--- config.mk ---
export PLATFORM = sky130hd
export DESIGN_NAME = serial_par_align
export DESIGN_NICKNAME = d
export VERILOG_FILES = /design/src/rtl/serial_par_align_pkg.sv /design/src/rtl/serial_par_align_comma_detect.sv /design/src/rtl/serial_par_align.sv
export SDC_FILE = /design/constraint.sdc
export NUM_CORES = 1
export LEC_CHECK = 0
export ABC_AREA = 1
export BUFFER_PORTS_ARGS = -buffer_cell sky130_fd_sc_hd__buf_2
export CORE_ASPECT_RATIO = 0.7
export CORE_MARGIN = 1
export CORE_UTILIZATION = 29
export DETAILED_ROUTE_END_ITERATION = 12
export SLEW_MARGIN = 20
export SYNTH_ARGS = -nofsm -noshare
export SYNTH_HDL_FRONTEND = slang
export SYNTH_SLANG_ARGS = --single-unit
--- constraint.sdc ---
create_clock -name clk -period 2.9 [get_ports clk]
set_input_delay 0 -clock clk [delete_from_list [all_inputs] [get_ports clk]]
set_output_delay 0 -clock clk [all_outputs]
set_load 0.02 [all_outputs]
--- src/rtl/serial_par_align_pkg.sv ---
// Shared constants and state encoding for the serial lane aligner.
package serial_par_align_pkg;

    localparam logic [7:0] COM = 8'hBC;
    localparam logic [7:0] IDL = 8'h7C;

    typedef enum logic [1:0] {
        SEARCH  = 2'd0,
        LOCKING = 2'd1,
        ACTIVE  = 2'd2
    } state_t;

endpackage

--- src/rtl/serial_par_align_comma_detect.sv ---
// Combinational COM / IDL match on the current 8-bit window.
module comma_detect
    import serial_par_align_pkg::*;
(
    input  logic [7:0] window,
    output logic       is_com,
    output logic       is_idl
);

    assign is_com = (window == COM);
    assign is_idl = (window == IDL);

endmodule

--- src/rtl/serial_par_align.sv ---
// Serial-to-parallel byte aligner: locks on four consecutive COM bytes, then emits payload.
// Optional byte_cnt output is enabled with the SERPAR_BYTE_CNT_EN macro.
module serial_par_align
    import serial_par_align_pkg::*;
(
    input  logic       clk,
    input  logic       reset,
    input  logic       data_in,
    output logic [7:0] data_out,
    output logic       valid_out,
`ifdef SERPAR_BYTE_CNT_EN
    output logic       active_out,
    output logic [7:0] byte_cnt
`else
    output logic       active_out
`endif
);

    state_t     state, state_next;
    logic [6:0] sr;
    logic [7:0] w;
    logic [2:0] cnt, cnt_next;
    logic [2:0] bc_cnt, bc_next;
    logic [7:0] data_next;
    logic       valid_next;
    logic       is_com, is_idl;
    logic       boundary;

    // Only the low 7 bits of the shift register ever reach the window.
    assign w        = {sr, data_in};
    assign boundary = (cnt == 3'd7);

    comma_detect u_comma_detect (
        .window (w),
        .is_com (is_com),
        .is_idl (is_idl)
    );

`ifdef SERPAR_BYTE_CNT_EN
    logic [7:0] byte_cnt_next;
`endif

    always_comb begin
        state_next = state;
        cnt_next   = cnt;
        bc_next    = bc_cnt;
        data_next  = data_out;
        valid_next = valid_out;
`ifdef SERPAR_BYTE_CNT_EN
        byte_cnt_next = byte_cnt;
`endif
        case (state)
            SEARCH: begin
                if (is_com) begin
                    state_next = LOCKING;
                    cnt_next   = '0;
                    bc_next    = 3'd1;
                end
            end
            LOCKING: begin
                cnt_next = cnt + 3'd1;
                if (boundary) begin
                    if (!is_com) begin
                        state_next = SEARCH;
                        bc_next    = '0;
                    end else if (bc_cnt == 3'd3) begin
                        state_next = ACTIVE;
                        bc_next    = 3'd4;
                    end else begin
                        bc_next = bc_cnt + 3'd1;
                    end
                end
            end
            ACTIVE: begin
                cnt_next = cnt + 3'd1;
                if (boundary) begin
                    data_next  = w;
                    valid_next = !is_com && !is_idl;
`ifdef SERPAR_BYTE_CNT_EN
                    if (!is_com && !is_idl && byte_cnt != '1)
                        byte_cnt_next = byte_cnt + 8'd1;
`endif
                end
            end
            default: state_next = SEARCH;
        endcase
    end

    always_ff @(posedge clk) begin
        if (reset) begin
            state      <= SEARCH;
            sr         <= '0;
            cnt        <= '0;
            bc_cnt     <= '0;
            data_out   <= '0;
            valid_out  <= 1'b0;
            active_out <= 1'b0;
`ifdef SERPAR_BYTE_CNT_EN
            byte_cnt   <= '0;
`endif
        end else begin
            state      <= state_next;
            sr         <= w[6:0];
            cnt        <= cnt_next;
            bc_cnt     <= bc_next;
            data_out   <= data_next;
            valid_out  <= valid_next;
            active_out <= (state_next == ACTIVE);
`ifdef SERPAR_BYTE_CNT_EN
            byte_cnt   <= byte_cnt_next;
`endif
        end
    end

endmodule

# --- Word-level counts from Yosys, hierarchy flattened ---
# Index checks and enable logic that the tools add are counted.
totals:
  regBits: 25
  input_bits: 3
  out_inout_bits: 10
op_classes:
  addsub: 2
  n_eq_ne: 9
  n_mux: 12
  n_reduce_logical: 10
op_table:
  columns: ["op", "count"]
  rows:
  - ["3-bit two-way mux", 5]
  - ["3-bit case mux with 2 select lines", 2]
  - ["8-bit by 7-bit == test with 1-bit output (second input constant)", 1]
  - ["8-bit == test (second input constant)", 1]
  - ["2-bit two-way mux", 4]
  - ["3-bit by 1-bit adder with 3-bit output (second input constant)", 2]
  - ["2-bit case mux with 3 select lines", 1]
  - ["2-bit == test (second input constant)", 2]
  - ["2-bit inequality test (second input constant)", 2]
  - ["2-bit AND reduction", 2]
  - ["2-bit nonzero test", 2]
  - ["3-bit by 2-bit == test with 1-bit output (second input constant)", 1]
  - ["3-bit == test (second input constant)", 1]
  - ["3-bit AND reduction", 1]
  - ["2-bit by 1-bit == test with 1-bit output (second input constant)", 1]
  - ["1-bit zero test", 2]
  - ["2-bit zero test", 1]
  - ["2-bit OR reduction", 1]
  - ["1-bit logical AND", 1]

# --- Depth between registers and ports, before layout ---
logic_depth:
  depth_word: 6
  depth_mapped: 10

# --- Cells and area by module ---
# Synthesis repeated with hierarchy kept, for this count alone.
unflattened:
  cells_unflattened: 156
  hier_area_um2: 1131.1
by_module_without_submodules:
  columns: ["module", "instances", "cells_per_inst", "area_per_inst_um2"]
  rows:
  - ["serial_par_align", 1, 142, 1078.5]
  - ["comma_detect", 1, 14, 52.6]

# --- Worst setup path after synthesis ---
# OpenSTA, ideal clock, no wires.
synth_timing:
  kind: "register to register"
  start: "reg state[1]"
  end: "reg bc_cnt[2]"
  setup_time_ns: 0.128
  arrival_ns: 1.269
  slack_ns: 1.503
  stages_incl_launch_ff: 8
  path_buffers: 0
  cell_sequence: "dfxtp_1 -> inv_1 -> ha_1 -> or2_1 -> o21ai_1 -> a21oi_2 -> o21ai_0 -> nor2_1"
synth_between:
  elab_chain_cells: 3
synth_rtl:
  columns: ["element", "line_no", "rtl"]
  rows:
  - ["start: declaration", "serial_par_align.sv:19", "state_t state, state_next;"]
  - ["start signal: assignment", "serial_par_align.sv:102", "state <= state_next;"]
  - ["2-bit by 1-bit == test with 1-bit output / 2-bit zero test (equally long branches)", "serial_par_align.sv:52", "case (state)"]
  - ["2-bit inequality test (no source line) / 2-bit nonzero test (equally long branches)", null, null]
  - ["3-bit AND reduction (no source line)", null, null]
  - ["end signal: assignment", "serial_par_align.sv:105", "bc_cnt <= bc_next;"]
  - ["end: declaration", "serial_par_align.sv:23", "logic [2:0] bc_cnt, bc_next;"]
# Parallel ways exist; a longest one is shown, timed or not.
# A chain may end at the register's enable or synchronous reset.

# --- Worst setup path after layout ---
# Ends and elaborated chain as after synthesis.

==> out/qor.txt <==
outcome - finished clean
Crit Path Class - flop to flop
CTS buffer count - 3
worst-path cell chain - inv_1, ha_1, or2_1, o21ai_1, a21oi_2, o21ai_0, nor2_1
post-CTS repair timing setup buffer count - 0
final period utilization - 54.68%
Clock H-tree levels - 1
Final Critical Period - 1.586 ns
Post-CTS Hold Buffers - 1
Final #Nets - 169
Core Region - 0.003581 mm2
vias in the first global route - 804
RSZ-0062 raised after global routing - false
Hold Fails Final Rpt - 0
top post-synthesis cells by area - dfxtp_1, ha_1, inv_1, a21oi_1, nand2_1
Port Buffers - 12
dominant cell type by area after synthesis - dfxtp_1
Hold WS - 0.07674 ns
Total GRT Usage - 12.15%
asr flop ratio synth - 0%
GP Congestion - 0.7804
setup violators final - 0
Final Core Density - 35.53%
Worst Path Required - 3.06 ns
Seq cells post-synth - 25
n_diodes - 0
Avg Cell Area, Syn - 7.809 um2
area of the mapped netlist - 0.001101 mm2
# DRC - 0
CTS Root Cell - clkbuf_8
layout cells sized above 1 - 15.38%
initial antenna violation count - 0
Synth top area share - 45.45%
count leader, synth - dfxtp_1
WL per Instance - 9.422 um
DRT iter0 DRCs - 36
Reg clk slew, reported paths - 0.10 ns
Slew Viols, Final - 0
Worst Skew - 0.004225 ns
Final ANT Viol Nets - 0
Overflow after GRT - 0
setup TNS - 0 ns
HP Class - primary input to flop
power per cell area - 504.7 mW/mm2
routed via count - 870
Synth-to-Final Area Change - 15.57%
leakage - 0.6005 nW
final wirelength - 1941 um
Die ar. - 0.004051 mm2
CP max-delay cell - dfxtp_1
drt first pass iters - 3
normalized max-slew margin - 72.15%
CTS tree - done
number of enable flip-flop cells after synthesis - 0
Post-synth top cells - dfxtp_1, inv_1, nand2_1
Cell variety after synth - 22
CP arrival - 1.75 ns
Worst Path Max Fanout - 7
Fmax - 0.6307 GHz
max capacitance violation total - 0
Main synth FF type - dfxtp_1
Worst setup SP type - flop
synth warn - 0
Gate Count Post-Synth - 141
Seq/Total Area, Yosys - 45.45%
CTS resizes - 0
peak supply drop - 0.3044 mV
CP peak stage delay - 0.43 ns
Ports - 13
global-route wire length before repair - 3629 um
Syn Nets - 153
CP endpoint kind - flop
final setup margin - 1.314 ns
dpl ws - 1.347 ns
Least-Margin Pin Slew - 0.4173 ns
pin count of the biggest net entering global routing - 18
Die Width - 75.65 um
die height - 53.56 um
clk sinks - 25
initial core utilization - 30.75%
dpl hpwl - 1408 um
clk buf depth - 2
vias per cell - 4.223
clk_lat worst skew - 0.27 ns
row count - 18
path summary, 6_finish.rpt:
path | start | endpoint | slack, ns | cells after the start
max | state[1]$_SDFF_PP0_ | bc_cnt[2]$_SDFFE_PP0P_ | 1.31 | 7
min | reset | sr[3]$_SDFF_PP0_ | 0.08 | 2
max reg2reg | state[1]$_SDFF_PP0_ | bc_cnt[2]$_SDFFE_PP0P_ | 1.31 | 7
min reg2reg | sr[4]$_SDFF_PP0_ | sr[5]$_SDFF_PP0_ | 0.45 | 2
report_power, final:
| part | internal (mW) | switching [mW] | total (mW) |
|---|---|---|---|
| clock | 0.101 | 0.121 | 0.222 |
| combinational | 0.0229 | 0.0344 | 0.0574 |
| sequential | 0.356 | 0.00774 | 0.363 |
| total | 0.479 | 0.163 | 0.642 |
logic make-up after synthesis:
kind of cell / synth area share, %
buffers and inverters: 8.523
AO/OA/AOI/OAI: 15.11
AND/OR/NAND/NOR: 20.68
flip-flops: 45.45
adder cells (fa/ha/maj): 10.23
per-layer routing:
layer	share of wire [%]	track usage, %
met5	0	0
met4	0.98	3.704
met3	4.0	4.120
met2	38	17.56
met1	57	17.03
metrics by stage:
stage / cells / power [mW] / cell area, um2
floorplan: 141 / 0.4142 / 1101
finish: 206 / 0.6422 / 1272
global route: 206 / 0.6809 / 1272
CTS: 206 / 0.6506 / 1272
detailed placement: 201 / 0.4280 / 1212
global placement: 201 / 0.4288 / 1212
placed cells by master, fill, tap and decap left out:
cell type      instances
o21ai_1                2
a21o_1                 1
nor2_2                 2
clkbuf_8               3
a21oi_1               15
dfxtp_1               25
o21ai_0               10
or2_2                  1
o211ai_1               1
inv_1                 21
nand2_1               20
a211oi_1               1
dlygate4sd3_1          1
or2_1                  1
nand2_2                2
a21oi_2                1
nor2_1                17
nor2_4                 1
nor3_1                 3
inv_6                  1
inv_2                  1
buf_2                 12
ha_1                   9
nand3_1                5
worst max-delay path, delay by kind of cell, from the launching register on:
family | cells | cell delay [ns]
AOI/OAI and AO/OA | 3 | 0.35
adders and majority gates | 1 | 0.29
buffers and inverters | 1 | 0.11
and+or+nand+nor | 2 | 0.29
DFF | 1 | 0.43
final cells by class:
cell class	count	area [um2]
repair buffers	13	70.07
multi-input cells	92	506.7
clock buffers	3	41.29
inverters	22	82.58
clock inverters	1	8.758
well taps	50	62.56
fillers	375	2308
flip-flops and latches	25	500.5
state kept, by name, summed over array words and instances (netlist names):
register / flops
data_out: 8
cnt: 3
valid_out: 1
bc_cnt: 3
state: 2
sr: 7
active_out: 1
(Power assumes the default switching activity.)
